`src/rtl/wave_seq_ctrl.sv`:
```
// -----------------------------------------------------------------------------
// wave_seq_ctrl
// Drives a wave generator through a programmable table of segments. Each
// segment has a wave type code and a dwell count. A run resets the generator,
// issues the segment's command, dwells, then advances. At the last segment it
// either wraps (loop) or finishes with a one-cycle done pulse.
//
// Ports
//   clk            system clock, rising edge
//   rst            synchronous active-high reset (clears table too)
//   cfg_we         table write strobe (honoured only while idle)
//   cfg_addr       table entry index
//   cfg_wave_type  wave type code for the entry
//   cfg_dwell      dwell count for the entry
//   last_seg       final segment index, captured on an accepted start
//   loop           repeat forever, captured on an accepted start
//   start          single-cycle run request
//   stop           abort request
//   busy           sequence running
//   done           one-cycle pulse at normal completion
//   cur_seg        active segment index
//   wg_rst         wave generator reset
//   wg_en          wave generator enable
//   wg_cmd_rdy     wave generator command-ready strobe
//   wg_wave_type   wave type code to the generator (held between commands)
// -----------------------------------------------------------------------------
module wave_seq_ctrl #(
  parameter int NUM_SEG = 4,
  parameter int DWELL_W = 16,
  localparam int SEG_W  = (NUM_SEG > 1) ? $clog2(NUM_SEG) : 1
) (
  input  logic               clk,
  input  logic               rst,
  input  logic               cfg_we,
  input  logic [SEG_W-1:0]   cfg_addr,
  input  logic [7:0]         cfg_wave_type,
  input  logic [DWELL_W-1:0] cfg_dwell,
  input  logic [SEG_W-1:0]   last_seg,
  input  logic               loop,
  input  logic               start,
  input  logic               stop,
  output logic               busy,
  output logic               done,
  output logic [SEG_W-1:0]   cur_seg,
  output logic               wg_rst,
  output logic               wg_en,
  output logic               wg_cmd_rdy,
  output logic [7:0]         wg_wave_type
);

  typedef enum logic [2:0] {
    IDLE,
    WG_RST,
    CMD,
    DWELL,
    NEXT
  } state_t;

  state_t state;
  state_t next_state;

  logic [7:0]         type_tbl  [NUM_SEG];
  logic [DWELL_W-1:0] dwell_tbl [NUM_SEG];

  logic [DWELL_W-1:0] dwell_cnt;
  logic [SEG_W-1:0]   last_q;
  logic               loop_q;
  logic               at_last;
  logic               seq_end;

  assign at_last = (cur_seg == last_q);
  assign seq_end = at_last && !loop_q;

  // State register.
  always_ff @(posedge clk) begin
    if (rst) begin
      state <= IDLE;
    end else begin
      state <= next_state;
    end
  end

  // Next-state logic. stop overrides every transition out of a running state.
  always_comb begin
    next_state = state;
    if (state != IDLE && stop) begin
      next_state = IDLE;
    end else begin
      case (state)
        IDLE:    if (start && !stop) next_state = WG_RST;
        WG_RST:  next_state = CMD;
        CMD:     next_state = DWELL;
        DWELL:   if (dwell_cnt == '0) next_state = NEXT;
        NEXT:    next_state = seq_end ? IDLE : WG_RST;
        default: next_state = IDLE;
      endcase
    end
  end

  // Sequence table; writes are accepted only while idle so a run sees a
  // frozen table.
  always_ff @(posedge clk) begin
    if (rst) begin
      for (int i = 0; i < NUM_SEG; i++) begin
        type_tbl[i]  <= '0;
        dwell_tbl[i] <= '0;
      end
    end else if (cfg_we && state == IDLE) begin
      type_tbl[cfg_addr]  <= cfg_wave_type;
      dwell_tbl[cfg_addr] <= cfg_dwell;
    end
  end

  // Outputs are registered from next_state so each one is high in exactly the
  // cycle its state is occupied. done is decided on entry to NEXT, when
  // cur_seg still names the segment that just finished.
  always_ff @(posedge clk) begin
    if (rst) begin
      busy         <= 1'b0;
      wg_en        <= 1'b0;
      wg_rst       <= 1'b0;
      wg_cmd_rdy   <= 1'b0;
      done         <= 1'b0;
      wg_wave_type <= '0;
      cur_seg      <= '0;
      last_q       <= '0;
      loop_q       <= 1'b0;
      dwell_cnt    <= '0;
    end else begin
      busy       <= (next_state != IDLE);
      wg_en      <= (next_state != IDLE);
      wg_rst     <= (next_state == WG_RST);
      wg_cmd_rdy <= (next_state == CMD);
      done       <= (next_state == NEXT) && seq_end;

      if (state == IDLE && next_state == WG_RST) begin
        cur_seg <= '0;
        last_q  <= last_seg;
        loop_q  <= loop;
      end else if (state == NEXT && next_state == WG_RST) begin
        cur_seg <= at_last ? '0 : cur_seg + SEG_W'(1);
      end

      if (next_state == CMD) begin
        wg_wave_type <= type_tbl[cur_seg];
      end

      // Counter holds dwell in the first DWELL cycle and counts down to zero,
      // giving dwell+1 DWELL cycles; it never decrements past zero.
      if (state == CMD) begin
        dwell_cnt <= dwell_tbl[cur_seg];
      end else if (state == DWELL && dwell_cnt != '0) begin
        dwell_cnt <= dwell_cnt - DWELL_W'(1);
      end
    end
  end

endmodule

```
`config.mk`:
```
export PLATFORM = sky130hd
export DESIGN_NAME = wave_seq_ctrl
export DESIGN_NICKNAME = d
export VERILOG_FILES = /design/src/rtl/wave_seq_ctrl.sv
export SDC_FILE = /design/constraint.sdc
export NUM_CORES = 1
export LEC_CHECK = 0
export CAP_MARGIN = 20
export CORE_ASPECT_RATIO = 1.2
export CORE_MARGIN = 2
export CORE_UTILIZATION = 52
export CTS_CLUSTER_DIAMETER = 50
export DETAILED_ROUTE_END_ITERATION = 6
export PLACE_DENSITY = 0.78
export SYNTH_ARGS = -nofsm -noshare
export SYNTH_HDL_FRONTEND = slang
export SYNTH_SLANG_ARGS = --single-unit
```
`constraint.sdc`:
```
create_clock -name clk -period 2 [get_ports clk]
set_input_delay 0.2 -clock clk [delete_from_list [all_inputs] [get_ports clk]]
set_output_delay 0.2 -clock clk [all_outputs]
set_load 0.05 [all_outputs]
```
**After elaboration in Yosys (flattened, before gate mapping)**

Memory sizes are Yosys's and may differ from the RTL's. A register that Yosys moved wholly into a read port is not among the register bits.
Cells that the tools add are included.

- Register bits after elaboration: 28
- RAM bits: 96
- Input bits: 34
- Output and inout bits: 15
- Logic and storage cells: 61
- Memories: 2

Memory list:

| memory | words | bits a word | rd ports | clocked after memory_dff | wr ports | RTL line | RTL |
|---|---|---|---|---|---|---|---|
| dwell_tbl | 4 | 16 | 1 | 1 | 4 | 63 | `logic [DWELL_W-1:0] dwell_tbl [NUM_SEG];` |
| type_tbl | 4 | 8 | 1 | 1 | 4 | 62 | `logic [7:0] type_tbl [NUM_SEG];` |

- Add/sub/neg operators: 2
- Equality and inequality tests: 8
- Muxes and demuxes: 21
- Reduce and logical (&&, ||, !) cells: 19

Operator list:

| cell | number |
|---|---|
| 16-bit 2-to-1 mux | 3 |
| 16-bit logical NOT | 1 |
| 16-bit nonzero test | 1 |
| 16-bit OR reduction | 1 |
| 16-bit by 1-bit subtractor with 16-bit output, second input constant | 1 |
| 3-bit case mux with 5 select lines | 1 |
| 2-bit 2-to-1 mux | 5 |
| 3-bit by 2-bit == test with 1-bit output, second input constant | 3 |
| 3-bit 2-to-1 mux | 3 |
| 1-bit logical AND | 8 |
| 1-bit 2-to-1 mux | 8 |
| 8-bit 2-to-1 mux | 1 |
| 8-bit OR reduction | 1 |
| 3-bit by 1-bit == test with 1-bit output, second input constant | 2 |
| 3-bit == test, second input constant | 2 |
| 3-bit nonzero test | 2 |
| 3-bit logical NOT | 1 |
| 2-bit by 1-bit adder with 2-bit output, second input constant | 1 |
| 2-bit == test | 1 |
| 1-bit logical NOT | 2 |
| 2-bit nonzero test | 1 |
| 2-bit OR reduction | 1 |

**Depth between registers and ports, before layout**

Gate-level depths: netlist (run 1).

- Depth after elaboration: 9
- Mapped depth: 8
- Mapped depth without buffers: 7

**Worst setup path before layout (run 1)**

OpenSTA, ideal clock, no wires.

- Kind: register to register
- Start: register state[1]
- End: memory dwell_tbl[0][0], enable pin
- Library setup time: 358 ps
- Data arrival time: 1606 ps
- Slack: 36 ps
- Cell stages (with the launch flop): 6
- Buffers on the path: 1
- Period minus slack after synthesis: 1964 ps
- Cell sequence: dfxtp_1 buf_2 nor4b_2 and2b_2 nor3b_2 or2_2

RTL lines:

| what | RTL line | RTL |
|---|---|---|
| start, declared | 59 | `state_t state;` |
| start signal, assigned | 79 | `state <= next_state;` |
| end, declared | 63 |  |

**Final worst setup path (run 1)**

- Start: register dwell_cnt[0]
- End: register dwell_cnt[4]

- Word-level cells in the longest chain between the ends: 3

Ends and longest elaborated chain:

| what | RTL line | RTL |
|---|---|---|
| start, declared | 65 | `logic [DWELL_W-1:0] dwell_cnt;` |
| start signal, assigned | 151 | `dwell_cnt <= dwell_tbl[cur_seg];` |
| start signal, assigned | 153 | `dwell_cnt <= dwell_cnt - DWELL_W'(1);` |
| 16-bit by 1-bit subtractor with 16-bit output / 16-bit nonzero test (equally long branches) | 153, 152 |  |
| 16-bit 2-to-1 mux / 1-bit logical AND (equally long branches) | 152 | `end else if (state == DWELL && dwell_cnt != '0) begin` |
| 16-bit 2-to-1 mux / 2-bit nonzero test (equally long branches) | n/a |  |

Several ways; a longest one is shown, not always the timed one. The select of a mux whose other input is x is not followed.
A chain may end at the register's enable or synchronous reset.

==> flow_metrics.tcl, run 1 <==
set metrics [dict create \
    number_of_flops_mapped_to_enable_cells_by_yosys 96 \
    gr-usage-all-layers_pct 22.2 \
    timing.critical_path.cells "inv_1 > ha_1 > nor3b_4 > nand4_4 > o21ba_2 > a21oi_1 > a211oi_2" \
    worstSetupStartpointType "flop" \
    ys_ff_latch 134 \
    cp_num_buf_inv 1 \
    yosys.cell_count.top_type "and2_1" \
    synth.cell_area_um2 6050 \
    slowest_delay_ns 0.38 \
    ios 49 \
    cts_bufs_inserted 17 \
    finalPower_w 0.00682 \
    status "complete, no violations" \
    synth_warnings 0 \
    synth_top_cell_by_area "edfxtp_1" \
    setup_repair_after_global_routing_missed_its_margin "no" \
    vias_per_cell 5.70 \
    antenna-diode-count 0 \
    cts-root-to-sink-buffers 2 \
    ant_nets 0 \
    postSynthNetCount 488 \
    leading_post_synthesis_cells_by_cell_area "edfxtp_1, dfxtp_1, and2_1" \
    grt_first_pass_wirelength_um 20600 \
    finalSetupViolCount 0 \
    final_layout_size_suffix_gt1_share_pct 20.6 \
    final.hold.worst_slack_ns 0.408 \
    synth_top_area_share_pct 47.6 \
    fin_nets 551 \
    worstSetupPathType "flop to flop" \
    cp.arrival_ns 2.18 \
    port_buffers 48 \
    std_cell_rows 43 \
    power.leakage_nw 2.70 \
    worstHoldPathType "primary input to flop" \
    vdd_ir_drop_max_v 0.000552 \
    grt_overflow 0 \
    totalNegativeSetupSlack_ns 0 \
    detail_route.wirelength_um 12900 \
    first_global_vias 4103 \
    post-dp-hpwl_um 8080 \
    drt_first_pass_iters 6 \
    worst-path-max-fanout 14 \
    post_synth_inst_count 453 \
    fp.dieArea_um2 12500 \
    routed_wire_length_per_instance_um 18.9 \
    relSlewSlack_pct 49.2 \
    synth_sequential_area_ratio_pct 60.2 \
    clk_pin_slew_worst_paths_ns 0.06 \
    post-route-drc-count 0 \
    synth_cell_types 62 \
    worstSetupEndpointType "flop" \
    synth.cells.most_frequent "and2_1, edfxtp_1, dfxtp_1, nand2_1, mux4_2" \
    drv.max_cap_violation_count 0 \
    async_reset_ff_share_pct 0 \
    area.growth.synth_to_final_pct 23.2 \
    max_slew.worst_pin.slew_ns 0.762 \
    die_w_um 102 \
    routabilityCongestion 0.829 \
    htree_num_levels 4 \
    cts_tree "built" \
    detail_route.iter0.violations 325 \
    crit_family "compound AO/OA/AOI/OAI gates" \
    clock-sinks 134 \
    final_max_slew_viol_count 0 \
    clock_skew_ns 0.00843 \
    part_of_the_cycle_the_worst_path_needs_pct 94.6 \
    antenna_found_initial 0 \
    clk_latency_ns 0.41 \
    maxClockFrequency_mhz 528 \
    hold_viol 0 \
    final_period_minus_worst_setup_slack_ns 1.89 \
    critical_path.slowest_cell "o21ba_2" \
    die_height_um 122 \
    endpoint_required_time_on_the_critical_path_ns 2.29 \
    ys_dominant_reg_cell "edfxtp_1" \
    vias 3910 \
    syn_avg_cell_area_um2 13.4 \
    fin_util_pct 65.1 \
    largest_net_degree_at_the_start_of_global_routing 25 \
    cts_resized 0 \
    core_um2 11500 \
    initial_core_utilization_pct 52.8 \
    clock_tree.root_cell "clkbuf_16" \
    power.density_nw_per_um2 915 \
]
[power breakdown]
group	leakage [nW]	switching, W	internal [W]
clock	0.296	0.00111	0.00202
sequential	1.31	0.0000483	0.00311
combinational	1.09	0.000288	0.000242
total	2.70	0.00145	0.00537
[worst min-delay path: stages]
cell	delay, ns
clkdlybuf4s50_1	0.40
mux2i_1	0.13
nor2_1	0.05
[registers in the layout, indices dropped and copies added (netlist names), named ones only]
name,flops
wg_rst,1
wg_cmd_rdy,1
cur_seg,2
type_tbl,32
done,1
dwell_cnt,16
last_q,2
loop_q,1
dwell_tbl,64
wg_wave_type,8
wg_en,1
state,3
[routing by layer]
layer  vias to the layer above  wire, µm  GRT usage, %  part of all wire [%]
li1                       1804         -             -                     -
met1                      1933      5060          26.7                    39
met2                       141      6870          38.0                    53
met3                        32       653          4.88                   5.0
met4                         0       364          9.92                   2.8
met5                         -         0             0                     0
[stage by stage]
| step | setup slack (ns) | area (µm²) | instances |
|---|---|---|---|
| 6_report | 0.108 | 7450 | 686 |
| 5_1_grt | 0.000200 | 7450 | 686 |
| 4_1_cts | 0.0915 | 7450 | 686 |
| 3_5_place_dp | -0.0413 | 6850 | 654 |
| 3_3_place_gp | 0.0883 | 6850 | 654 |
| 2_1_floorplan | 0.0362 | 6050 | 453 |
[cell usage in the layout, fill, tap and decap left out, types with 8 or more instances in the layout]
| master | Yosys | routed |
|---|---|---|
| nor3_1 | 8 | 8 |
| buf_4 | 2 | 21 |
| nor2_1 | 13 | 13 |
| and2_1 | 97 | 97 |
| a21oi_1 | 20 | 20 |
| nand2_1 | 27 | 27 |
| a22o_1 | 8 | 8 |
| o21ai_0 | 11 | 11 |
| clkbuf_16 | 0 | 17 |
| dfxtp_1 | 38 | 38 |
| clkdlybuf4s50_1 | 0 | 46 |
| mux4_2 | 24 | 24 |
| edfxtp_1 | 96 | 96 |
[cell type report]
type                    instances  area, µm²
well taps                     157        196
inverters                       5       18.8
clock buffers                  24        512
clock inverters                 8       93.8
repair buffers                 73        738
flip-flops and latches        134       3640
multi-input cells             285       2250
fillers                       836       4010
[logic make-up after synthesis]
kind of cell,share of synthesized area (%)
AND/OR/NAND/NOR,18.3
multiplexers,9.59
flip-flops,60.2
adder cells (fa/ha/maj),0.207
XOR/XNOR,0.289
AO/OA/AOI/OAI,8.83
buffers and inverters,2.60
[final timing paths]
| kind | from | slack [ns] | cells past startpoint | endpoint |
|---|---|---|---|---|
| worst max-delay path | dwell_cnt[0] | 0.11 | 7 | dwell_cnt[4] |
| worst max register to register | dwell_cnt[0] | 0.11 | 7 | dwell_cnt[4] |
| worst min-delay path | last_seg[0] | 0.41 | 3 | last_q[0] |
| worst min register to register | wg_wave_type[3] | 0.48 | 1 | wg_wave_type[3] |
[repair_timing]
item / in CTS / in global routing
buffers inserted: 0 / 0
endpoints found under the setup margin: 0 / 1
hold endpoints to repair: 0 / 0
hold buffers: 0 / 0
(Power assumes the default switching activity.)
==> run 2, diff against run 1 <==
REMOVE_ABC_BUFFERS = 1   (was not set)
==> run 2 against run 1 <==
- first-iteration DRC count is 22% lower
- fmax is 0.63% lower
- utilization is 0.66 points higher
- sequential power about the same
- critical path depth grew 1
- final area increased by 1.0%
- routed wire length down 3.1%
- worst setup slack got worse by 0.012 ns
- global-route usage fell by 0.67 points
- critical endpoint is now dwell_cnt[11]
- highest routed layer unchanged
==> flow_metrics.tcl, run 2 (same netlist as run 1, synthesis figures left out) <==
set metrics [dict create \
    drt_first_pass_iters 5 \
    clock_tree.root_cell "clkbuf_16" \
    die_height_um 122 \
    drv.max_cap_violation_count 0 \
    hold_path.startpoint "loop" \
    clock_power_share_pct 48.1 \
    clock-sinks 134 \
    gr-usage-all-layers_pct 21.6 \
    clk_latency_ns 0.41 \
    reg2regPathDepth 8 \
    ios 49 \
    worst-path-max-fanout 8 \
    layout.cells.most_common "and2_1" \
    hold_viol 0 \
    timing.critical_path.cells "inv_1 > ha_1 > nor3b_4 > nand4_4 > o21bai_4 > buf_4 > o21ai_2 > a21oi_1" \
    max_slew.worst_pin.slew_ns 0.728 \
    cp.arrival_ns 2.24 \
    post-route-cell-area_um2 7530 \
    worstHoldPathType "primary input to flop" \
    htree_num_levels 4 \
    vias 3883 \
    cp_num_buf_inv 2 \
    worstSetupEndpointType "flop" \
    largest_register "dwell_tbl" \
    first_global_vias 3997 \
    final_period_minus_worst_setup_slack_ns 1.90 \
    worstReg2RegEnd "dwell_cnt[11]" \
    die_w_um 102 \
    routed_wire_length_per_instance_um 18.2 \
    worstSetupStartpointType "flop" \
    fp.dieArea_um2 12500 \
    hold_path_end "loop_q" \
    launch_instance_of_the_worst_register_to_register_path "dwell_cnt[0]" \
    cts-root-to-sink-buffers 2 \
    antenna-diode-count 0 \
    post-dp-hpwl_um 7760 \
    clock_skew_ns 0.00658 \
    critical_path.slowest_cell "dfxtp_1" \
    whs_path_depth 3 \
    crit_family "simple AND/OR/NAND/NOR gates" \
    p_switching_w 0.00153 \
    finalPower_w 0.00710 \
    ant_nets 0 \
    std_cell_rows 43 \
    final_layout_size_suffix_gt1_share_pct 21.4 \
    fin_nets 554 \
    postPlaceCellArea_um2 6850 \
    status "complete, no violations" \
    detail_route.iter0.violations 253 \
    share_seq_of_total_power_pct 44.4 \
    relSlewSlack_pct 51.5 \
    post-route-drc-count 0 \
    initial_core_utilization_pct 52.8 \
    slowest_delay_ns 0.35 \
    vdd_ir_drop_max_v 0.000516 \
    final_max_slew_viol_count 0 \
    maxClockFrequency_mhz 525 \
    regToRegSetupSlack_ns 0.1 \
    grt_first_pass_wirelength_um 20000 \
    largest_register_ffs 64 \
    largest_registers "dwell_tbl (64), type_tbl (32), dwell_cnt (16)" \
    grt_overflow 0 \
    power.leakage_nw 2.72 \
    area.growth.synth_to_final_pct 24.4 \
    antenna_found_initial 0 \
    setup_repair_after_global_routing_missed_its_margin "yes" \
    internal_power_w 0.00557 \
    core_um2 11500 \
    worstSetupPathType "flop to flop" \
    port_buffers 48 \
    comb_power_share_pct 7.5 \
    cts_hold_repair.buffers 0 \
    power.density_nw_per_um2 942 \
    part_of_the_cycle_the_worst_path_needs_pct 95.2 \
    finalSetupViolCount 0 \
    endpoint_required_time_on_the_critical_path_ns 2.34 \
    routabilityCongestion 0.824 \
    cts_tree "built" \
    power.share.switching_pct 21.5 \
    largest_net_degree_at_the_start_of_global_routing 25 \
    cts_bufs_inserted 17 \
    detail_route.wirelength_um 12500 \
    vias_per_cell 5.64 \
    nFillCells 784 \
    most-common-layout-cells "and2_1, edfxtp_1, clkdlybuf4s50_1" \
    clk_pin_slew_worst_paths_ns 0.06 \
]
run 2: changes by cell type in the layout (fill, tap and decap cells not counted), sizes merged:
cell,previous run,this run
buf,27,30
clkbuf,24,17
bufinv,2,5
inv,4,6
clkinv,5,6
clkinvlp,2,3
run 2: power groups by stage:
stage	combinational, W	sequential [W]	clock [W]
after floorplan	0.000265	0.00322	0
after global placement	0.000505	0.00320	0
after detailed placement	0.000518	0.00321	0
after CTS	0.000523	0.00315	0.00344
after global routing	0.000571	0.00316	0.00355
final	0.000529	0.00315	0.00341
run 2: per-layer routing:
metal	wire length [µm]	part of all wire, %	up-vias	global-route usage [%]
met5	0	0	-	0
met4	261	2.1	0	8.92
met2	6720	54	139	37.7
met1	4990	40	1896	25.6
li1	-	-	1814	-
met3	571	4.6	34	4.53
run 2: how the worst max path moves through the flow:
stage               cells after the start  slack, ns               to          from
global route                            8      -0.02    dwell_cnt[11]  dwell_cnt[0]
global placement                        5       0.09  dwell_tbl[2][1]           rst
CTS                                     8       0.07    dwell_cnt[11]  dwell_cnt[1]
detailed placement                      6       0.06  dwell_tbl[0][2]        cfg_we
floorplan                               4      -0.47  dwell_tbl[0][0]      state[0]
finish                                  8        0.1    dwell_cnt[11]  dwell_cnt[0]
run 2: through the flow:
step           utilization, %  std cells  setup WS (ns)  setup TNS (ns)  hold slack [ns]
6_report                 65.7        689         0.0956               0            0.406
5_1_grt                  65.7        689        -0.0208         -0.0263            0.400
4_1_cts                  65.5        686         0.0669               0            0.394
3_5_place_dp             59.8        654         0.0639               0            0.466
3_3_place_gp             59.8        654         0.0889               0            0.466
2_1_floorplan               -        424         -0.467          -23.71            0.262
run 2: final cells by class:
class                   instances  area, µm²  share of cell area [%]
inverters                       5       18.8                   0.249
clock buffers                  17        425                    5.65
clock inverters                15        226                    3.01
well taps                     157        196                    2.61
repair buffers                 76        761                    10.1
flip-flops and latches        134       3640                    48.4
multi-input cells             285       2260                    30.0
run 2: what timing repair did:
item	4_1_cts	5_1_grt
setup endpoints to repair	0	11
buffers inserted	0	3
gates resized for setup	0	1
run 2: tightest hold or removal path: stages:
cell	delay, ns
clkdlybuf4s50_1	0.40
mux2i_1	0.13
nor2_1	0.05
